`src/rtl/match_req_dispatcher_if.sv`:
```
// Batch-in / per-channel-out bus of the match-request dispatcher, plus the
// bound-programming port and status.
interface match_req_dispatcher_if #(
   parameter int LANES       = 4,
   parameter int NUM_CH      = 4,
   parameter int OFFSET_BITS = 20,
   parameter int TAG_BITS    = 8
);
   localparam int LANE_W = (LANES > 1) ? $clog2(LANES) : 1;
   localparam int CH_W   = (NUM_CH > 1) ? $clog2(NUM_CH) : 1;

   logic                                  in_valid;
   logic                                  in_ready;
   logic [LANES-1:0]                      in_lane_valid;
   logic [LANES-1:0][OFFSET_BITS-1:0]     in_offset;
   logic [LANES-1:0][TAG_BITS-1:0]        in_tag;

   logic [NUM_CH-1:0]                     out_valid;
   logic [NUM_CH-1:0]                     out_ready;
   logic [NUM_CH-1:0][OFFSET_BITS-1:0]    out_offset;
   logic [NUM_CH-1:0][TAG_BITS-1:0]       out_tag;
   logic [NUM_CH-1:0][LANE_W-1:0]         out_lane;

   logic                                  cfg_we;
   logic [CH_W-1:0]                       cfg_ch;
   logic                                  cfg_sel;
   logic [OFFSET_BITS-1:0]                cfg_data;

   logic [15:0]                           drop_cnt;
   logic                                  busy;

   modport master (
      output in_valid, in_lane_valid, in_offset, in_tag, out_ready,
             cfg_we, cfg_ch, cfg_sel, cfg_data,
      input  in_ready, out_valid, out_offset, out_tag, out_lane, drop_cnt, busy
   );

   modport slave (
      input  in_valid, in_lane_valid, in_offset, in_tag, out_ready,
             cfg_we, cfg_ch, cfg_sel, cfg_data,
      output in_ready, out_valid, out_offset, out_tag, out_lane, drop_cnt, busy
   );
endinterface

```
`src/rtl/match_req_dispatcher.sv`:
```
// Routes a batch of lazy-match requests to PE channels by programmable offset
// windows, then drains each channel with its own valid/ready handshake.
module mrd_lane_route #(
   parameter int NUM_CH      = 4,
   parameter int OFFSET_BITS = 20,
   parameter int ROUTE_MODE  = 0
) (
   input  logic                               vld_i,
   input  logic [OFFSET_BITS-1:0]             off_i,
   input  logic [NUM_CH-1:0][OFFSET_BITS-1:0] lower_i,
   input  logic [NUM_CH-1:0][OFFSET_BITS-1:0] upper_i,
   output logic [NUM_CH-1:0]                  route_o,
   output logic                               drop_o
);
   logic [NUM_CH-1:0] hit;

   // An inverted window (upper <= lower) can never satisfy both compares.
   always_comb begin
      for (int j = 0; j < NUM_CH; j++)
         hit[j] = vld_i && (off_i >= lower_i[j]) && (off_i < upper_i[j]);
   end

   assign route_o = (ROUTE_MODE != 0) ? hit : (hit & (~hit + NUM_CH'(1)));
   assign drop_o  = vld_i && (hit == '0);
endmodule

module match_req_dispatcher #(
   parameter int LANES       = 4,
   parameter int NUM_CH      = 4,
   parameter int OFFSET_BITS = 20,
   parameter int TAG_BITS    = 8,
   parameter int BASE_LOG2   = 14,
   parameter int MARGIN      = 768,
   parameter int ROUTE_MODE  = 0
) (
   input logic                   clk,
   input logic                   rst_n,
   match_req_dispatcher_if.slave bus
);
   localparam int LANE_W = (LANES > 1) ? $clog2(LANES) : 1;

   typedef enum logic {IDLE, DISPATCH} state_e;

   state_e                             state_q;
   logic [NUM_CH-1:0][OFFSET_BITS-1:0] lower_q, upper_q;
   logic [LANES-1:0][OFFSET_BITS-1:0]  off_q;
   logic [LANES-1:0][TAG_BITS-1:0]     tag_q;
   logic [LANES-1:0][NUM_CH-1:0]       pend_q, pend_d, route;
   logic [LANES-1:0]                   drop_lane;
   logic [15:0]                        drop_q, drop_d;
   logic [16:0]                        drop_sum;
   logic [NUM_CH-1:0][LANE_W-1:0]      sel;
   logic [NUM_CH-1:0]                  ch_vld, fire;
   logic [NUM_CH-1:0][OFFSET_BITS-1:0] out_off;
   logic [NUM_CH-1:0][TAG_BITS-1:0]    out_tg;
   logic [NUM_CH-1:0][LANE_W-1:0]      out_ln;

   function automatic logic [OFFSET_BITS-1:0] rst_upper(input int j);
      logic [63:0] v;
      v = (64'd1 << (BASE_LOG2 + j)) - 64'(MARGIN);
      return v[OFFSET_BITS-1:0];
   endfunction

   for (genvar i = 0; i < LANES; i++) begin : g_lane
      mrd_lane_route #(
         .NUM_CH      (NUM_CH),
         .OFFSET_BITS (OFFSET_BITS),
         .ROUTE_MODE  (ROUTE_MODE)
      ) u_route (
         .vld_i   (bus.in_lane_valid[i]),
         .off_i   (bus.in_offset[i]),
         .lower_i (lower_q),
         .upper_i (upper_q),
         .route_o (route[i]),
         .drop_o  (drop_lane[i])
      );
   end

   // Each channel serves its lowest pending lane; scan downward so the lowest wins.
   always_comb begin
      for (int j = 0; j < NUM_CH; j++) begin
         sel[j]    = '0;
         ch_vld[j] = 1'b0;
         for (int i = LANES - 1; i >= 0; i--) begin
            if (pend_q[i][j]) begin
               sel[j]    = LANE_W'(i);
               ch_vld[j] = 1'b1;
            end
         end
      end
   end

   assign fire = ch_vld & bus.out_ready;

   always_comb begin
      pend_d = pend_q;
      for (int j = 0; j < NUM_CH; j++)
         if (fire[j]) pend_d[sel[j]][j] = 1'b0;
   end

   always_comb begin
      drop_sum = {1'b0, drop_q};
      for (int i = 0; i < LANES; i++)
         drop_sum = drop_sum + 17'(drop_lane[i]);
      drop_d = drop_sum[16] ? 16'hFFFF : drop_sum[15:0];
   end

   always_comb begin
      for (int j = 0; j < NUM_CH; j++) begin
         out_off[j] = ch_vld[j] ? off_q[sel[j]] : '0;
         out_tg[j]  = ch_vld[j] ? tag_q[sel[j]] : '0;
         out_ln[j]  = ch_vld[j] ? sel[j]        : '0;
      end
   end

   always_ff @(posedge clk or negedge rst_n) begin
      if (!rst_n) begin
         state_q <= IDLE;
         pend_q  <= '0;
         off_q   <= '0;
         tag_q   <= '0;
         drop_q  <= '0;
         lower_q <= '0;
         for (int j = 0; j < NUM_CH; j++) upper_q[j] <= rst_upper(j);
      end else begin
         // Bounds only feed routing at accept, so in-flight batches ignore writes.
         if (bus.cfg_we) begin
            if (bus.cfg_sel) upper_q[bus.cfg_ch] <= bus.cfg_data;
            else             lower_q[bus.cfg_ch] <= bus.cfg_data;
         end
         case (state_q)
            IDLE: begin
               if (bus.in_valid) begin
                  off_q  <= bus.in_offset;
                  tag_q  <= bus.in_tag;
                  pend_q <= route;
                  drop_q <= drop_d;
                  if (route != '0) state_q <= DISPATCH;
               end
            end
            DISPATCH: begin
               pend_q <= pend_d;
               if (pend_d == '0) state_q <= IDLE;
            end
            default: state_q <= IDLE;
         endcase
      end
   end

   assign bus.in_ready   = (state_q == IDLE);
   assign bus.busy       = (state_q == DISPATCH);
   assign bus.out_valid  = ch_vld;
   assign bus.out_offset = out_off;
   assign bus.out_tag    = out_tg;
   assign bus.out_lane   = out_ln;
   assign bus.drop_cnt   = drop_q;
endmodule

```
`src/flat_wrapper.sv`:
```
// flat-port wrapper written by rule: the top's interface ports become plain ports
module match_req_dispatcher_flat 
#(
   parameter int LANES       = 4,
   parameter int NUM_CH      = 4,
   parameter int OFFSET_BITS = 20,
   parameter int TAG_BITS    = 8,
   parameter int BASE_LOG2   = 14,
   parameter int MARGIN      = 768,
   parameter int ROUTE_MODE  = 0
)
  (clk, rst_n, bus_in_valid, bus_in_lane_valid, bus_in_offset, bus_in_tag, bus_out_ready, bus_cfg_we, bus_cfg_ch, bus_cfg_sel, bus_cfg_data, bus_in_ready, bus_out_valid, bus_out_offset, bus_out_tag, bus_out_lane, bus_drop_cnt, bus_busy);
  match_req_dispatcher_if #(.LANES(LANES), .NUM_CH(NUM_CH), .OFFSET_BITS(OFFSET_BITS), .TAG_BITS(TAG_BITS)) bus_i ();
  input logic clk;
  input logic rst_n;
  input wire logic [$bits(bus_i.in_valid)-1:0] bus_in_valid;
  input wire logic [$bits(bus_i.in_lane_valid)-1:0] bus_in_lane_valid;
  input wire logic [$bits(bus_i.in_offset)-1:0] bus_in_offset;
  input wire logic [$bits(bus_i.in_tag)-1:0] bus_in_tag;
  input wire logic [$bits(bus_i.out_ready)-1:0] bus_out_ready;
  input wire logic [$bits(bus_i.cfg_we)-1:0] bus_cfg_we;
  input wire logic [$bits(bus_i.cfg_ch)-1:0] bus_cfg_ch;
  input wire logic [$bits(bus_i.cfg_sel)-1:0] bus_cfg_sel;
  input wire logic [$bits(bus_i.cfg_data)-1:0] bus_cfg_data;
  output wire logic [$bits(bus_i.in_ready)-1:0] bus_in_ready;
  output wire logic [$bits(bus_i.out_valid)-1:0] bus_out_valid;
  output wire logic [$bits(bus_i.out_offset)-1:0] bus_out_offset;
  output wire logic [$bits(bus_i.out_tag)-1:0] bus_out_tag;
  output wire logic [$bits(bus_i.out_lane)-1:0] bus_out_lane;
  output wire logic [$bits(bus_i.drop_cnt)-1:0] bus_drop_cnt;
  output wire logic [$bits(bus_i.busy)-1:0] bus_busy;
  assign bus_i.in_valid = bus_in_valid;
  assign bus_i.in_lane_valid = bus_in_lane_valid;
  assign bus_i.in_offset = bus_in_offset;
  assign bus_i.in_tag = bus_in_tag;
  assign bus_i.out_ready = bus_out_ready;
  assign bus_i.cfg_we = bus_cfg_we;
  assign bus_i.cfg_ch = bus_cfg_ch;
  assign bus_i.cfg_sel = bus_cfg_sel;
  assign bus_i.cfg_data = bus_cfg_data;
  assign bus_in_ready = bus_i.in_ready;
  assign bus_out_valid = bus_i.out_valid;
  assign bus_out_offset = bus_i.out_offset;
  assign bus_out_tag = bus_i.out_tag;
  assign bus_out_lane = bus_i.out_lane;
  assign bus_drop_cnt = bus_i.drop_cnt;
  assign bus_busy = bus_i.busy;
  match_req_dispatcher #(.LANES(LANES), .NUM_CH(NUM_CH), .OFFSET_BITS(OFFSET_BITS), .TAG_BITS(TAG_BITS), .BASE_LOG2(BASE_LOG2), .MARGIN(MARGIN), .ROUTE_MODE(ROUTE_MODE)) u_core (.clk(clk), .rst_n(rst_n), .bus(bus_i));
endmodule
```
`config.mk`:
```
export PLATFORM = sky130hd
export DESIGN_NAME = match_req_dispatcher_flat
export DESIGN_NICKNAME = d
export VERILOG_FILES = /design/src/rtl/match_req_dispatcher_if.sv /design/src/rtl/match_req_dispatcher.sv /design/src/flat_wrapper.sv
export SDC_FILE = /design/constraint.sdc
export NUM_CORES = 2
export LEC_CHECK = 0
export ABC_AREA = 1
export CAP_MARGIN = 20
export CORE_ASPECT_RATIO = 1.25
export CORE_MARGIN = 2
export CORE_UTILIZATION = 35
export CTS_BUF_LIST = sky130_fd_sc_hd__clkbuf_16
export CTS_CLUSTER_DIAMETER = 200
export DETAILED_ROUTE_END_ITERATION = 10
export PLACE_DENSITY = 0.5
export SLEW_MARGIN = 20
export SYNTH_ARGS = -nofsm -noshare
export SYNTH_HDL_FRONTEND = slang
export SYNTH_SLANG_ARGS = --single-unit
```
`constraint.sdc`:
```
create_clock -name clk -period 5.6 [get_ports clk]
set_input_delay 1.68 -clock clk [delete_from_list [all_inputs] [get_ports clk]]
set_output_delay 1.68 -clock clk [all_outputs]
set_load 0.02 [all_outputs]
```
==> key figures <==
Placed design
  – Placed Cells: 5808
  – DP Wirelength: between 100 and 150 mm
  – GP Congestion: around 0.96
  – Port bufs: ~290

Synthesis
  – FFs w/ async S/R, synth: 100%
  – Mapped Nets: about 5000
  – Post-synth EDFFs: 0
  – Synthesized area: around 30000 sq um
  – Syn Area/Cell: 7.12 sq um
  – Ys Warns: 0
  – Synthesis-stage register bit count: 305
  – Number of distinct library cells after synthesis: between 50 and 60
  – Ys flop type: dfrtp_1
  – Post-synthesis sequential area ratio: 25.4%
  – Cell count after synthesis: roughly 4200

Setup path
  – Worst Setup End Kind: flop
  – Worst EP arrival: ~6000 ps
  – Max stage delay on crit path: roughly 470 ps
  – R2R depth: 22
  – Startpoint Class: primary input
  – Family with the most delay on the worst path: simple AND/OR/NAND/NOR gates
  – Reg-to-reg critical path endpoint: u_core.bus.drop_cnt[15]
  – Crit path kind: in -> reg
  – Crit path buf inv count: 5
  – Most frequent CP cell: nand2_1
  – R2R Path Start: u_core.lower_q[39]
  – CP required: around 6000 ps
  – Critical path peak fanout: 6
  – R2r setup slk: about 1200 ps
  – CP max-delay cell: fa_2

Timing
  – Endpoints failing hold: 0
  – Clk_skew: a little under 20 ps
  – Slew HR: 33.0%
  – Final worst path period share: a little over nine tenths
  – Fmax achieved: about 180 MHz
  – Slew Limit Fails: 0
  – # setup viols final: 0
  – Worst hold slack: between 400 and 500 ps
  – Least-Margin Pin Slew: around 1000 ps
  – Final Critical Period: between 5000 and 6000 ps

Clock network
  – CTS tree: built
  – Num Clock Sinks: between 300 and 400
  – CTS buffer count: between 40 and 50
  – Number of buffers on the longest clock path: 3
  – Clock Latency Late Sink: about 610 ps
  – Worst-path clk slew: 60 ps
  – H-tree depth: 2
  – Root Buffer: clkbuf_16

Power and ir drop
  – Pwr Density: 422 nW/um^2
  – Leak pwr: ~20 nW
  – Max VDD drop: approximately 290 uV
  – Overall Power: between 0.015 and 0.02 W

Job
  – Max-Cap Viols: 0

Global routing
  – Initial antenna violation count: 9
  – First-pass GRT wire length: between 150 and 200 mm
  – Largest net degree at the start of global routing: 97
  – GR Overflow Total: 0
  – Tot GR Track Use: about 30%
  – Vias in the first global route: roughly 30000

Die
  – Die height: around 330 um
  – Boundary Pins: about 290
  – # rows: 120
  – Core area: 85600 sq um
  – Die Wd: 267 um
  – Die Area: slightly below 90000 sq um
  – Initial core utilization: approximately a third

Cells and area
  – Non-Filler Instances: roughly 5900
  – Synthesis-to-finish area growth: 28.2%
  – Finished Core Util: between 40% and 50%
  – Layout cells sized above 1: between 10% and 20%
  – Layout Nets: roughly 5500
  – # fillers: ~9000

Min path
  – HP Class: reg -> reg
  – Hold path start: u_core.lower_q[32]
  – Hold path depth: 2
  – Hold Path End: u_core.lower_q[32]

Route
  – DRT antenna net count: 0
  – Iter 0 DRT Violations: 2749
  – Final WL: around 140 mm
  – Via Count: 31600
  – DRC: 0
  – Wire per inst: about 23 um
  – DR pass1 iterations: 6
  – Vias/cell: 5.36

Run status
  – Outcome: finished clean
-- tightest hold or removal path, delay by kind of cell, from the launching register on --
family	cells	cell delay (ps)
DFF	1	340
and+or+nand+nor	1	50
AOI/OAI and AO/OA	1	60
-- registers in the layout, summed over array words and instances (netlist names) --
signal	flops
u_core.lower_q	80
u_core.off_q	80
u_core.upper_q	80
u_core.tag_q	32
u_core.bus.drop_cnt	16
u_core.pend_q	16
u_core.bus.busy	1
-- per-stage QoR --
stage	TNS [ps]	setup WS, ps	cell area (sq um)
after detailed placement	-11350	-751	37100
after global placement	-11540	-752	37100
after floorplan	0	724	30200
final	0	149	38800
after global routing	-99.6	-31.0	38700
after CTS	0	16.2	38400
-- routing by layer --
layer	GRT usage, %	up-vias	share of wire [%]
met3	3.64	302	5.8
met5	0	-	0.032
met1	37.9	14800	41
li1	-	15300	-
met2	51.5	1156	47
met4	15.5	8	6.0
-- synth_stat cells, drive strengths merged (4+ instances only) --
master | number | area (sq um)
nand2 | 1307 | 4930
nand4 | 53 | 338
nor3 | 121 | 611
xor2 | 6 | 52.6
nor2 | 322 | 1230
a211oi | 90 | 676
or2 | 4 | 25.0
a21o | 20 | 150
a21oi | 260 | 1310
o22ai | 142 | 888
inv | 462 | 1730
ha | 625 | 7820
dfrtp | 279 | 6980
and2 | 4 | 25.0
clkbuf | 64 | 240
o21ai | 261 | 1310
o21a | 11 | 82.6
buf | 64 | 320
o211ai | 4 | 30.0
o21bai | 9 | 67.6
nand3 | 81 | 430
dfstp | 26 | 683
-- kinds of logic after synthesis --
| logic type | count (synthesis) | share of synthesized area [%] |
|---|---|---|
| adder cells (fa/ha/maj) | 628 | 26.1 |
| AO/OA/AOI/OAI | 813 | 15.4 |
| buffers and inverters | 591 | 7.61 |
| XOR/XNOR | 6 | 0.174 |
| AND/OR/NAND/NOR | 1903 | 25.4 |
| flip-flops | 305 | 25.4 |
-- worst max path at each step --
stage / startpoint / to / slack, ps / cells past startpoint
after floorplan: bus_in_offset[79] / u_core.bus.drop_cnt[7] / 720 / 23
after global placement: bus_in_offset[12] / u_core.bus.drop_cnt[15] / -750 / 22
after detailed placement: bus_in_offset[59] / u_core.bus.drop_cnt[15] / -750 / 23
after CTS: bus_in_offset[15] / u_core.bus.drop_cnt[15] / 20 / 26
after global routing: bus_in_offset[58] / u_core.bus.drop_cnt[15] / -30 / 25
final: bus_in_offset[4] / u_core.bus.drop_cnt[15] / 150 / 25
-- layout make-up --
cell class              count  area [sq um]  area share, %
diodes                      3          7.51         0.0194
clock inverters            33           322          0.830
repair buffers            597          6080           15.7
flip-flops and latches    305          7660           19.8
multi-input cells        3350         20500           52.9
clock buffers              42          1050           2.71
inverters                 463          1740           4.49
well taps                1098          1370           3.55
-- report_power, final --
| group | switching, W | internal, W |
|---|---|---|
| clock | 0.00117 | 0.00161 |
| combinational | 0.00622 | 0.00377 |
| sequential | 0.000682 | 0.00289 |
-- placed cells by master, fill, tap and decap left out, types with 74 or more instances in the layout --
| master | instances |
|---|---|
| nor3_1 | 115 |
| clkdlybuf4s50_1 | 274 |
| dfrtp_1 | 279 |
| nand2_1 | 1293 |
| a211oi_1 | 90 |
| inv_1 | 457 |
| buf_4 | 234 |
| o22ai_1 | 142 |
| o21ai_0 | 254 |
| ha_1 | 622 |
| a21oi_1 | 250 |
| nor2_1 | 286 |
| nand3_1 | 74 |
-- what timing repair did --
item,in CTS,in global routing
resized for setup,4,78
hold buffers,0,0
pin swaps,0,24
setup endpoints to repair,16,16
setup buffers,0,5
Note: power is estimated with default switching activity, not from simulation.
